### config.mk
export PLATFORM = sky130hd
export DESIGN_NAME = bitty_uart_fetcher_flat
export DESIGN_NICKNAME = d
export VERILOG_FILES = /design/src/rtl/bitty_uart_fetcher_if.sv /design/src/rtl/bitty_uart_fetcher.sv /design/src/flat_wrapper.sv
export SDC_FILE = /design/constraint.sdc
export NUM_CORES = 1
export LEC_CHECK = 0
export BUFFER_PORTS_ARGS = -buffer_cell sky130_fd_sc_hd__buf_2
export CAP_MARGIN = 20
export CELL_PAD_IN_SITES_DETAIL_PLACEMENT = 0
export CELL_PAD_IN_SITES_GLOBAL_PLACEMENT = 1
export CORE_MARGIN = 3
export CORE_UTILIZATION = 38
export DETAILED_ROUTE_END_ITERATION = 10
export HOLD_SLACK_MARGIN = 0.1
export PLACE_DENSITY_LB_ADDON = 0.12
export RECOVER_POWER = 50
export SKIP_LAST_GASP = 1
export SLEW_MARGIN = 10
export SYNTH_ARGS = -nofsm -noshare
export SYNTH_HDL_FRONTEND = slang
export SYNTH_SLANG_ARGS = --single-unit
export TNS_END_PERCENT = 30
### constraint.sdc
create_clock -name clk -period 2.2 [get_ports clk]
set_input_delay 0.33 -clock clk [delete_from_list [all_inputs] [get_ports clk]]
set_output_delay 0.33 -clock clk [all_outputs]
set_load 0.01 [all_outputs]
### src/rtl/bitty_uart_fetcher_if.sv
// UART link bundle: the fetcher drives the tx side, the UART core answers with
// tx_done/rx_done/rx_data.
interface bitty_uart_fetcher_if;
  logic       tx_en;
  logic [7:0] tx_data;
  logic       tx_done;
  logic       rx_done;
  logic [7:0] rx_data;

  modport master (output tx_en, output tx_data, input tx_done, input rx_done, input rx_data);
  modport slave  (input tx_en, input tx_data, output tx_done, output rx_done, output rx_data);
endinterface

### src/rtl/bitty_uart_fetcher.sv
// UART instruction fetcher: sends CMD_READ + address, assembles the reply with
// per-byte timeout and bounded retry, and lends the link to the core when idle.
module bitty_uart_fetcher #(
  parameter int         ADDR_W      = 8,
  parameter int         INSTR_W     = 16,
  parameter int         TIMEOUT_CYC = 65535,
  parameter int         MAX_RETRY   = 3,
  parameter logic [7:0] CMD_READ    = 8'h03
) (
  input  logic                 clk,
  input  logic                 reset,
  input  logic                 fetch_req,
  input  logic [ADDR_W-1:0]    fetch_addr,
  output logic [INSTR_W-1:0]   instr_out,
  output logic                 fetch_done,
  output logic                 fetch_err,
  output logic                 busy,
  output logic [7:0]           err_count,
  input  logic                 core_sel,
  input  logic                 core_tx_en,
  input  logic [7:0]           core_tx_data,
  output logic                 core_rx_done,
  bitty_uart_fetcher_if.master uart
);
  localparam int ADDR_BYTES = (ADDR_W + 7) / 8;
  localparam int TX_BYTES   = ADDR_BYTES + 1;
  localparam int RX_BYTES   = INSTR_W / 8;
  localparam int TXI_W      = $clog2(TX_BYTES);
  localparam int RXI_W      = $clog2(RX_BYTES + 1);
  localparam int RTY_W      = $clog2(MAX_RETRY + 2);
  localparam int CNT_W      = $clog2(TIMEOUT_CYC + 1);

  localparam logic [TXI_W-1:0] TX_LAST  = TXI_W'(TX_BYTES - 1);
  localparam logic [RXI_W-1:0] RX_LAST  = RXI_W'(RX_BYTES - 1);
  localparam logic [RTY_W-1:0] RTY_MAX  = RTY_W'(MAX_RETRY);
  localparam logic [CNT_W-1:0] CNT_LAST = CNT_W'(TIMEOUT_CYC - 1);

  typedef enum logic [2:0] {IDLE, SEND, WAIT_TX, RECV, DONE, ERR} state_t;

  state_t               state_reg, state_next;
  logic [ADDR_W-1:0]    addr_reg, addr_next;
  logic [TXI_W-1:0]     tx_idx_reg, tx_idx_next;
  logic [RXI_W-1:0]     rx_idx_reg, rx_idx_next;
  logic [RTY_W-1:0]     retry_reg, retry_next;
  logic [CNT_W-1:0]     cnt_reg, cnt_next;
  logic [INSTR_W-1:0]   shift_reg, shift_next;
  logic [INSTR_W-1:0]   instr_reg, instr_next;
  logic                 done_reg, done_next;
  logic                 err_reg, err_next;
  logic                 busy_reg, busy_next;
  logic [7:0]           err_cnt_reg, err_cnt_next;

  logic [ADDR_BYTES*8-1:0] addr_pad;
  logic [7:0]              tx_bytes [TX_BYTES];
  logic [INSTR_W-1:0]      shift_in;
  logic                    link_core;

  // Byte 0 is the command; the zero-padded address follows MSB first.
  assign addr_pad    = (ADDR_BYTES*8)'(addr_reg);
  assign tx_bytes[0] = CMD_READ;
  generate
    for (genvar gi = 0; gi < ADDR_BYTES; gi++) begin : g_addr_byte
      assign tx_bytes[gi+1] = addr_pad[(ADDR_BYTES-1-gi)*8 +: 8];
    end
    if (INSTR_W == 8) begin : g_shift_byte
      assign shift_in = uart.rx_data;
    end else begin : g_shift_word
      assign shift_in = {shift_reg[INSTR_W-9:0], uart.rx_data};
    end
  endgenerate

  always_ff @(posedge clk or negedge reset) begin
    if (!reset) begin
      state_reg   <= IDLE;
      addr_reg    <= '0;
      tx_idx_reg  <= '0;
      rx_idx_reg  <= '0;
      retry_reg   <= '0;
      cnt_reg     <= '0;
      shift_reg   <= '0;
      instr_reg   <= '0;
      done_reg    <= 1'b0;
      err_reg     <= 1'b0;
      busy_reg    <= 1'b0;
      err_cnt_reg <= '0;
    end else begin
      state_reg   <= state_next;
      addr_reg    <= addr_next;
      tx_idx_reg  <= tx_idx_next;
      rx_idx_reg  <= rx_idx_next;
      retry_reg   <= retry_next;
      cnt_reg     <= cnt_next;
      shift_reg   <= shift_next;
      instr_reg   <= instr_next;
      done_reg    <= done_next;
      err_reg     <= err_next;
      busy_reg    <= busy_next;
      err_cnt_reg <= err_cnt_next;
    end
  end

  always_comb begin
    state_next   = state_reg;
    addr_next    = addr_reg;
    tx_idx_next  = tx_idx_reg;
    rx_idx_next  = rx_idx_reg;
    retry_next   = retry_reg;
    cnt_next     = cnt_reg;
    shift_next   = shift_reg;
    instr_next   = instr_reg;
    done_next    = 1'b0;
    err_next     = 1'b0;
    err_cnt_next = err_cnt_reg;
    case (state_reg)
      IDLE: begin
        if (fetch_req && !core_sel) begin
          addr_next   = fetch_addr;
          tx_idx_next = '0;
          retry_next  = '0;
          state_next  = SEND;
        end
      end
      SEND: state_next = WAIT_TX;
      WAIT_TX: begin
        if (uart.tx_done) begin
          if (tx_idx_reg == TX_LAST) begin
            rx_idx_next = '0;
            cnt_next    = '0;
            shift_next  = '0;
            state_next  = RECV;
          end else begin
            tx_idx_next = tx_idx_reg + 1'b1;
            state_next  = SEND;
          end
        end
      end
      RECV: begin
        // A byte arriving on the timeout cycle wins over the timeout.
        if (uart.rx_done) begin
          shift_next  = shift_in;
          rx_idx_next = rx_idx_reg + 1'b1;
          cnt_next    = '0;
          if (rx_idx_reg == RX_LAST) begin
            instr_next = shift_in;
            done_next  = 1'b1;
            state_next = DONE;
          end
        end else if (cnt_reg == CNT_LAST) begin
          if (retry_reg < RTY_MAX) begin
            retry_next  = retry_reg + 1'b1;
            tx_idx_next = '0;
            shift_next  = '0;
            state_next  = SEND;
          end else begin
            err_next = 1'b1;
            if (err_cnt_reg != 8'hFF) begin
              err_cnt_next = err_cnt_reg + 1'b1;
            end
            state_next = ERR;
          end
        end else begin
          cnt_next = cnt_reg + 1'b1;
        end
      end
      DONE:    state_next = IDLE;
      ERR:     state_next = IDLE;
      default: state_next = IDLE;
    endcase
    busy_next = (state_next != IDLE);
  end

  // Only the idle passthrough is combinational; everything else comes from registers.
  assign link_core    = (state_reg == IDLE) && core_sel;
  assign uart.tx_en   = (state_reg == SEND) || (link_core && core_tx_en);
  assign uart.tx_data = link_core ? core_tx_data : tx_bytes[tx_idx_reg];
  assign core_rx_done = link_core && uart.rx_done;

  assign instr_out  = instr_reg;
  assign fetch_done = done_reg;
  assign fetch_err  = err_reg;
  assign busy       = busy_reg;
  assign err_count  = err_cnt_reg;
endmodule

### src/flat_wrapper.sv
// flat-port wrapper written by rule: the top's interface ports become plain ports
module bitty_uart_fetcher_flat 
#(
  parameter int         ADDR_W      = 8,
  parameter int         INSTR_W     = 16,
  parameter int         TIMEOUT_CYC = 65535,
  parameter int         MAX_RETRY   = 3,
  parameter logic [7:0] CMD_READ    = 8'h03
)
  (clk, reset, fetch_req, fetch_addr, instr_out, fetch_done, fetch_err, busy, err_count, core_sel, core_tx_en, core_tx_data, core_rx_done, uart_tx_en, uart_tx_data, uart_tx_done, uart_rx_done, uart_rx_data);
  bitty_uart_fetcher_if uart_i ();
  input  logic clk;
  input  logic reset;
  input  logic fetch_req;
  input  logic [ADDR_W-1:0] fetch_addr;
  output logic [INSTR_W-1:0] instr_out;
  output logic fetch_done;
  output logic fetch_err;
  output logic busy;
  output logic [7:0] err_count;
  input  logic core_sel;
  input  logic core_tx_en;
  input  logic [7:0] core_tx_data;
  output logic core_rx_done;
  output wire logic [$bits(uart_i.tx_en)-1:0] uart_tx_en;
  output wire logic [$bits(uart_i.tx_data)-1:0] uart_tx_data;
  input wire logic [$bits(uart_i.tx_done)-1:0] uart_tx_done;
  input wire logic [$bits(uart_i.rx_done)-1:0] uart_rx_done;
  input wire logic [$bits(uart_i.rx_data)-1:0] uart_rx_data;
  assign uart_tx_en = uart_i.tx_en;
  assign uart_tx_data = uart_i.tx_data;
  assign uart_i.tx_done = uart_tx_done;
  assign uart_i.rx_done = uart_rx_done;
  assign uart_i.rx_data = uart_rx_data;
  bitty_uart_fetcher #(.ADDR_W(ADDR_W), .INSTR_W(INSTR_W), .TIMEOUT_CYC(TIMEOUT_CYC), .MAX_RETRY(MAX_RETRY), .CMD_READ(CMD_READ)) u_core (.clk(clk), .reset(reset), .fetch_req(fetch_req), .fetch_addr(fetch_addr), .instr_out(instr_out), .fetch_done(fetch_done), .fetch_err(fetch_err), .busy(busy), .err_count(err_count), .core_sel(core_sel), .core_tx_en(core_tx_en), .core_tx_data(core_tx_data), .core_rx_done(core_rx_done), .uart(uart_i));
endmodule
==> reports/qor.txt, run 1 <==
H-tree depth - 3
Cells after synthesis - 294
Max Cap Viol - 0
CTS tree - done
Layout cells sized above 1 - 31.5%
Vias in the first global route - 2,535
Core area - 7930 µm²
Top-count cell post-synth - dfrtp_1
Cell Area, Placed - 3820 µm²
Worst hold path class - input pin to flop
IO Count - 68
CP Class - flop to flop
CTS Buf Count - 9
Status - completed
Max Clock Freq - 479 MHz
Nets@finish - 425
LEAKAGE - 1.89 nW
Worst vdd ir - 603 µV
Main synth FF type - dfrtp_1
Die X - 97.4 µm
Drt wl/cell - 14.0 µm
First-pass GRT wire length - 12,100 µm
Crit path capture type - flop
Ant. Diodes - 0
Worst-margin pin slew - 1290 ps
Initial antenna violation count - 0
Clk root buf - clkbuf_8
EDFF count, synth - 0
Routability cong. - 0.806
DRT Wirelength - 6960 µm
Gr usage total - 15.5%
Netlist Area Pre-Place - 3180 µm²
CP max FO - 7
Syn nets - 330
WP data arrival - 2320 ps
Max_slew headroom - 14.0%
Sum Neg Setup Slack - 0 ps
# rows - 32
Largest net degree at the start of global routing - 47
Layer with the highest usage - met2
Pint - 2.87 mW
Worst setup SP type - flop
Ys Warns - 0
Final core utilization - 50.7%
Port bufs - 67
Drt first pass iters - 4
# clock sinks - 68
Grt met2 use - 23.3%
Post-route minimum period - 2090 ps
RSZ-0062 raised after global routing - yes
Netlist cell types - 41
Leading cell types by total area after synthesis - dfrtp_1, mux2_2, nand2_1
PD cells - 1100 nW/µm²
Antenna-violating nets left - 0
Worst-Skew Late Latency - 350 ps
Seq/Total Area, Yosys - 53.6%
Finish-stage setup viols - 0
Synthesis-to-layout area growth - 26.5%
Die Y - 97.4 µm
Post CTS Setup Buffer Count - 0
Reg clk slew, reported paths - 90 ps
Die ar. - 9490 µm²
Switching power - 1.55 mW
Clk_skew - 16.6 ps
Final Cell Area - 4020 µm²
Flop pwr share - 41.8%
Vias/cell - 5.06
Comb power frac - 33.8%
Yosys reg bits - 68
Initial Util - 40.1%
Longest Clk Path Bufs - 2
# DRC - 0
Area occupied by multi-input gates - 1410 µm²
Final-report max-slew violation count - 0
Via count - 2,512
Yosys top cell area share - 53.6%
Worst EP required - 2430 ps
Fill cells - 750
Synth top cells by count - dfrtp_1, nand2_1, mux2_2
Initial DRC count - 80
Avg Cell Area, Syn - 10.8 µm²
Final worst-path cycle share - 94.9%
Post-synth ARST share - 100%
Net Sw Frac - 35.0%
Register Area - 1700 µm²
Share of total power in the clock network - 24.4%
Hold Vio Cnt, Final - 0
Cell taking the most area after synthesis - dfrtp_1
GRT overflow - 0
Post-DP HPWL - 4960 µm
Met3 Use GR - 4.74%
GR Layer Usage met1 - 21.4%
final timing paths:
path,startpoint,endpoint,slack (ps),cells after the start
max,u_core.cnt_reg[0],u_core.err_count[4],110,8
min,uart_rx_data[3],u_core.shift_reg[3],210,2
max reg2reg,u_core.cnt_reg[0],u_core.err_count[4],110,8
min reg2reg,u_core.rx_idx_reg[0],u_core.rx_idx_reg[0],490,1
max in group asynchronous,reset,u_core.addr_pad[2],360,3
min in group asynchronous,reset,u_core.instr_out[3],790,2
repair_timing:
action / 4_1_cts / 5_1_grt
pin swaps: 0 / 1
gates cloned: 0 / 0
resized for setup: 1 / 2
endpoints found under the setup margin: 8 / 15
endpoints found under the hold margin: 22 / 0
hold buffers: 1 / 0
critical path, stage by stage (launching register included):
cell and delay (ps):
dfrtp_1 380, inv_1 60, ha_1 140, nand4_1 100, or4_4 530, nor4_4 310, buf_4 200, nand4_1 120
xnor2_1 150
stage by stage:
step	setup WS, ps	power [mW]	std cells	hold slack, ps
2_1_floorplan	15.1	2.78	294	34.4
3_3_place_gp	144	3.40	479	347
3_5_place_dp	97.1	3.42	479	360
4_1_cts	10.5	4.52	496	192
5_1_grt	-58.2	4.75	496	187
6_report	111	4.42	496	206
layout make-up:
cell class                      instances  area share, %
Sequential cell                        68           42.4
Multi-Input combinational cell        204           35.1
Timing Repair Buffer                   96           13.3
Tap cell                              102           3.18
Clock buffer                            9           3.08
Clock inverter                          7           2.09
Inverter                               10          0.934
cell usage in the layout (no fill, tap or decap), types with 3 or more instances in the layout:
| cell | instances |
|---|---|
| a21oi_1 | 11 |
| a22o_1 | 9 |
| a31oi_1 | 7 |
| and2_1 | 3 |
| and3_1 | 3 |
| buf_2 | 46 |
| buf_4 | 27 |
| clkbuf_1 | 21 |
| clkbuf_8 | 9 |
| dfrtp_1 | 68 |
| ha_1 | 5 |
| inv_1 | 10 |
| mux2_2 | 26 |
| nand2_1 | 30 |
| nand3_1 | 20 |
| nand3b_1 | 3 |
| nand4_1 | 8 |
| nor2_1 | 18 |
| nor4_1 | 6 |
| o21ai_0 | 14 |
| or3_1 | 3 |
| xnor2_1 | 8 |
| xor2_1 | 5 |
power groups by stage:
stage / Sequential [mW] / Combinational, mW / Clock, mW
after global routing: 1.90 / 1.68 / 1.17
after floorplan: 1.90 / 0.880 / 0
after global placement: 1.85 / 1.55 / 0
after CTS: 1.84 / 1.57 / 1.11
final: 1.85 / 1.49 / 1.08
after detailed placement: 1.86 / 1.56 / 0
cells by family (layout without fill, tap and decap cells):
family	count (synthesis)	after routing	share of synthesized area [%]
compound gates	50	50	10.4
xor+xnor	13	13	3.58
fa+ha+maj	5	5	1.97
buf+inv	22	122	2.60
flops	68	68	53.6
mux	27	27	9.53
simple gates	109	109	18.3
metal layers:
layer / vias to the layer above / part of all wire (%)
li1: 1253 / -
met1: 1193 / 50
met2: 61 / 44
met3: 5 / 5.5
met4: 0 / 0.83
met5: - / 0
Power figures use the tool's default switching activity.
==> inputs of run 2 (changes only) <==
- BUFFER_PORTS_ARGS: -buffer_cell sky130_fd_sc_hd__buf_2 -> -buffer_cell sky130_fd_sc_hd__clkbuf_2
- SETUP_SLACK_MARGIN: not set -> 0.15
==> reports/qor.txt, run 2 (synthesis gave the netlist of run 1 again) <==
Crit path capture type - flop
CP max FO - 8 (+1)
Slowest stage delay, CP - 570 ps (+40 ps)
Final hold slack - 219 ps (+13.0 ps)
DP Cell Count - 470 (-1.9%)
Sum Neg Setup Slack - 0 ps (unchanged)
Routability cong. - 0.775 (-3.9%)
Longest Clk Path Bufs - 2 (unchanged)
Worst vdd ir - 569 µV (-5.7%)
Reg clk slew, reported paths - 80 ps (about the same)
CP Cell Sequence - inv_1 > ha_2 > nand4_1 > or4_4 > nor4_4 > buf_6 > mux2_4
Port bufs - 67 (unchanged)
RSZ-0062 raised after global routing - yes
Drt wl/cell - 14.3 µm (+2.2%)
Finish-stage setup viols - 0 (unchanged)
Worst-margin pin slew - 918 ps (-372 ps)
Drt first pass iters - 4 (unchanged)
Crit path max-delay cell type - or4_4
Worst EP required - 2430 ps (about the same)
Final core utilization - 50.9% (+0.17 points)
CP Class - flop to flop
Worst R2R Path Depth - 7 (-1)
# rows - 32 (unchanged)
PD cells - 1120 nW/µm² (+1.8%)
Antenna-violating nets left - 0 (unchanged)
Die ar. - 9490 µm² (unchanged)
Ant. Diodes - 0 (unchanged)
Worst setup SP type - flop
Worst-Skew Late Latency - 340 ps (about the same)
Via count - 2,536 (+0.96%)
CP Depth - 7 (-1)
Core area - 7930 µm² (unchanged)
GRT overflow - 0 (unchanged)
CTS tree - done
Max_slew headroom - 38.8% (+25 points)
Initial antenna violation count - 0 (unchanged)
Non-Filler Instances - 492 (-0.81%)
IO Count - 68 (unchanged)
DRT Wirelength - 7060 µm (+1.4%)
Vias in the first global route - 2,473 (-2.4%)
Post-route minimum period - 2090 ps (+1.53 ps)
H-tree depth - 3 (unchanged)
Most frequent cells in the layout - dfrtp_1, clkbuf_2, nand2_1
CP bufs+invs - 2 (unchanged)
Status - completed
Final WS setup - 110 ps (-1.53 ps)
Nets@finish - 421 (-0.94%)
Initial DRC count - 68 (-15%)
Die X - 97.4 µm (unchanged)
Clk_skew - 8.18 ps (-8.42 ps)
Cell Area, Placed - 3750 µm² (-1.8%)
# DRC - 0 (unchanged)
First-pass GRT wire length - 11,800 µm (-2.7%)
R2R Setup Slk - 110 ps (about the same)
Cell family with most CP delay - simple AND/OR/NAND/NOR gates
Worst hold path class - input pin to flop
Die Y - 97.4 µm (unchanged)
Hold Vio Cnt, Final - 0 (unchanged)
Power Total - 4.51 mW (+2.2%)
Initial Util - 40.1% (unchanged)
Most common cell after layout, fill and taps aside - dfrtp_1
Gr usage total - 15.3% (-0.25 points)
Final Cell Area - 4030 µm² (+0.34%)
Synthesis-to-layout area growth - 26.9%
Place WS - 105 ps (+7.95 ps)
Vias/cell - 5.15 (+1.8%)
Max Clock Freq - 478 MHz (about the same)
Layout cells sized above 1 - 32.6% (+1.1 points)
Max Cap Viol - 0 (unchanged)
R2R Path End - u_core.err_count[1]
# clock sinks - 68 (unchanged)
Post-DP HPWL - 4810 µm (-2.9%)
LEAKAGE - 1.89 nW (-0.35%)
Final worst-path cycle share - 95.0% (about the same)
CTS Buf Count - 9 (unchanged)
Clk root buf - clkbuf_8
Worst setup path start - u_core.cnt_reg[0]
RR Startpoint - u_core.cnt_reg[0]
Largest net degree at the start of global routing - 69 (+47%)
WP data arrival - 2320 ps (about the same)
Final-report max-slew violation count - 0 (unchanged)
Setup crit end - u_core.err_count[1]
-- run 2: cell count changes in the layout (fill, tap and decap cells not counted), moves of 3 or more --
cell / before / now
buf_2: 46 / 1
buf_4: 27 / 21
clkbuf_1: 21 / 18
clkbuf_2: 0 / 48
-- run 2: worst reg2reg max path: cells and delay by family (launching register included) --
kind	cells	cell delay (ps)
flip-flops	1	390
buffers and inverters	2	230
multiplexers	1	300
adder cells (fa/ha/maj)	1	150
AND/OR/NAND/NOR	3	900
-- run 2: how the worst min path moves through the flow --
stage          slack, ps  depth (start not counted)                  end       startpoint
2_1_floorplan         30                          0   u_core.addr_pad[0]            reset
3_3_place_gp         380                          2    u_core.cnt_reg[8]            reset
3_5_place_dp         380                          2   u_core.cnt_reg[12]            reset
4_1_cts              200                          2  u_core.shift_reg[5]  uart_rx_data[5]
5_1_grt              200                          2   u_core.addr_pad[2]    fetch_addr[2]
6_report             220                          2   u_core.addr_pad[0]    fetch_addr[0]
-- run 2: report_power, final --
group | internal, mW | switching, mW | leakage, nW | total, mW
Sequential | 1.63 | 0.242 | 0.889 | 1.87
Clock | 0.643 | 0.497 | 0.110 | 1.14
Combinational | 0.704 | 0.797 | 0.889 | 1.50
Total | 2.98 | 1.54 | 1.89 | 4.51
-- run 2: layer usage --
metal / wire [µm] / share of wire, % / track usage, %
met3: 343 / 4.9 / 4.95
met4: 85 / 1.2 / 4.69
met2: 3240 / 46 / 23.1
met5: 0 / 0 / 0
met1: 3390 / 48 / 21.0
-- run 2: timing repair --
| action | CTS | global route |
|---|---|---|
| resized for setup | 2 | 9 |
| cloned | 0 | 0 |
| pin swaps | 0 | 4 |
| buffers inserted | 0 | 5 |
| endpoints found under the hold margin | 68 | 0 |
| hold buffers | 1 | 0 |
| setup endpoints to repair | 12 | 34 |
-- run 2: area by class of cell --
| type | count | area [µm²] |
|---|---|---|
| repair buffers | 92 | 510 |
| clock inverters | 7 | 98.8 |
| clock buffers | 9 | 124 |
| fillers | 766 | 3900 |
| multi-input cells | 204 | 1430 |
| well taps | 102 | 128 |
| inverters | 10 | 37.5 |
| flip-flops and latches | 68 | 1700 |
==> inputs of run 3 (changes only) <==
- REMOVE_ABC_BUFFERS: not set -> 1
==> reports/qor.txt, run 3 (synthesis gave the netlist of run 1 again) <==
Max Cap Viol - 0 (unchanged)
Vias/cell - 5.10 (-1.1%)
Die Y - 97.4 µm (unchanged)
Worst hold path class - input pin to flop
Post CTS Setup Buffer Count - 0 (unchanged)
Vias in the first global route - 2,579 (+4.3%)
Largest net degree at the start of global routing - 69 (unchanged)
R2R Setup Slk - 160 ps (+50 ps)
Drt wl/cell - 14.0 µm (-2.6%)
First-pass GRT wire length - 12,300 µm (+3.9%)
IO Count - 68 (unchanged)
Final-report max-slew violation count - 0 (unchanged)
Gr usage total - 15.5% (+0.22 points)
RSZ-0062 raised after global routing - yes
Hold Vio Cnt, Final - 0 (unchanged)
Worst EP required - 2430 ps (about the same)
Initial Util - 40.1% (unchanged)
Max Clock Freq - 490 MHz (+2.5%)
# DRC - 0 (unchanged)
Status - completed
Via count - 2,518 (-0.71%)
CP Class - flop to flop
Hold_sp - uart_rx_data[3]
Min-Delay Path Depth - 2 (unchanged)
# rows - 32 (unchanged)
CTS tree - done
Final worst-path cycle share - 92.7% (-2.3 points)
Clk root buf - clkbuf_8
Hold Path End - u_core.shift_reg[3]
H-tree depth - 3 (unchanged)
Sum Neg Setup Slack - 0 ps (unchanged)
CP max FO - 7 (-1)
Longest Clk Path Bufs - 2 (unchanged)
Initial DRC count - 81 (+19%)
Nets@finish - 423 (+0.48%)
Clk_skew - 14.6 ps (+6.38 ps)
Max_slew headroom - 38.7% (-0.079 points)
GRT overflow - 0 (unchanged)
CTS Buf Count - 9 (unchanged)
WP data arrival - 2270 ps (-50 ps)
Drt first pass iters - 4 (unchanged)
Most frequent cells in the layout - dfrtp_1, clkbuf_2, nand2_1
Most common cell after layout, fill and taps aside - dfrtp_1
Initial antenna violation count - 0 (unchanged)
Worst-Skew Late Latency - 340 ps (about the same)
Worst vdd ir - 552 µV (-2.9%)
Ant. Diodes - 0 (unchanged)
DRT Wirelength - 6900 µm (-2.3%)
Synthesis-to-layout area growth - 26.3%
Crit path capture type - flop
Routability cong. - 0.768 (-0.85%)
Worst setup SP type - flop
LEAKAGE - 1.90 nW (+0.54%)
Post-route minimum period - 2040 ps (-50.2 ps)
Layout cells sized above 1 - 32.7% (+0.089 points)
Reg clk slew, reported paths - 80 ps (about the same)
Power Total - 4.41 mW (-2.2%)
RR Startpoint - u_core.cnt_reg[9]
R2R Path End - u_core.err_count[4]
Worst R2R Path Depth - 6 (-1)
Antenna-violating nets left - 0 (unchanged)
Finish-stage setup viols - 0 (unchanged)
Post-DP HPWL - 4900 µm (+1.8%)
Worst-margin pin slew - 919 ps (+1.19 ps)
Core area - 7930 µm² (unchanged)
# clock sinks - 68 (unchanged)
Port bufs - 67 (unchanged)
PD cells - 1100 nW/µm² (-1.7%)
Die ar. - 9490 µm² (unchanged)
Die X - 97.4 µm (unchanged)
==> run 3: per-layer routing <==
layer  part of all wire (%)  GRT usage, %  vias to the layer above
li1                       -             -                     1247
met1                     48          21.1                     1212
met2                     46          24.4                       53
met3                    5.8          4.67                        6
met4                   0.99          3.83                        0
met5                      0             0                        -
==> run 3: worst max-delay path by stage <==
stage / end / startpoint / cells after the start / slack (ps)
2_1_floorplan: u_core.err_count[1] / u_core.cnt_reg[0] / 6 / -50
3_3_place_gp: u_core.err_count[4] / u_core.cnt_reg[0] / 8 / 140
3_5_place_dp: u_core.err_count[6] / u_core.cnt_reg[9] / 6 / 110
4_1_cts: u_core.err_count[6] / u_core.cnt_reg[0] / 8 / 110
5_1_grt: u_core.err_count[4] / u_core.cnt_reg[0] / 8 / 5
6_report: u_core.err_count[4] / u_core.cnt_reg[9] / 6 / 160
==> run 3: per-stage QoR <==
stage / std cells / util, % / setup WS, ps / instance area [µm²] / hold slack, ps
4_1_cts: 494 / 50.8 / 113 / 4030 / 205
5_1_grt: 494 / 50.6 / 5.21 / 4010 / 208
3_3_place_gp: 477 / 48.0 / 138 / 3800 / 378
6_report: 494 / 50.6 / 160 / 4010 / 218
2_1_floorplan: 282 / - / -48.7 / 3130 / 34.4
3_5_place_dp: 477 / 48.0 / 112 / 3800 / 382
==> run 3: report_power, final <==
part           total [mW]  switching [mW]  leakage [nW]  internal [mW]
logic                1.53           0.801         0.906          0.727
registers            1.86           0.231         0.888           1.63
clock network        1.03           0.497         0.104          0.529
==> run 3: area by class of cell <==
cell class | instances | area (µm²)
Sequential cell | 68 | 1700
Inverter | 10 | 37.5
Tap cell | 102 | 128
Clock inverter | 7 | 75.1
Timing Repair Buffer | 94 | 522
Fill cell | 745 | 3920
Multi-Input combinational cell | 204 | 1420
Clock buffer | 9 | 124
==> run 3: critical path, cell delays in order, from the launching register on <==
cell	delay, ps
dfrtp_1	400
nand4_1	200
or4_4	600
nor4_4	310
buf_6	170
nand4_1	110
xnor2_1	150
==> run 3: timing repair <==
item / CTS / global route
setup endpoints to repair: 15 / 23
hold endpoints to repair: 68 / 0
pin swaps: 0 / 3
hold buffers: 1 / 0
resized for setup: 4 / 6
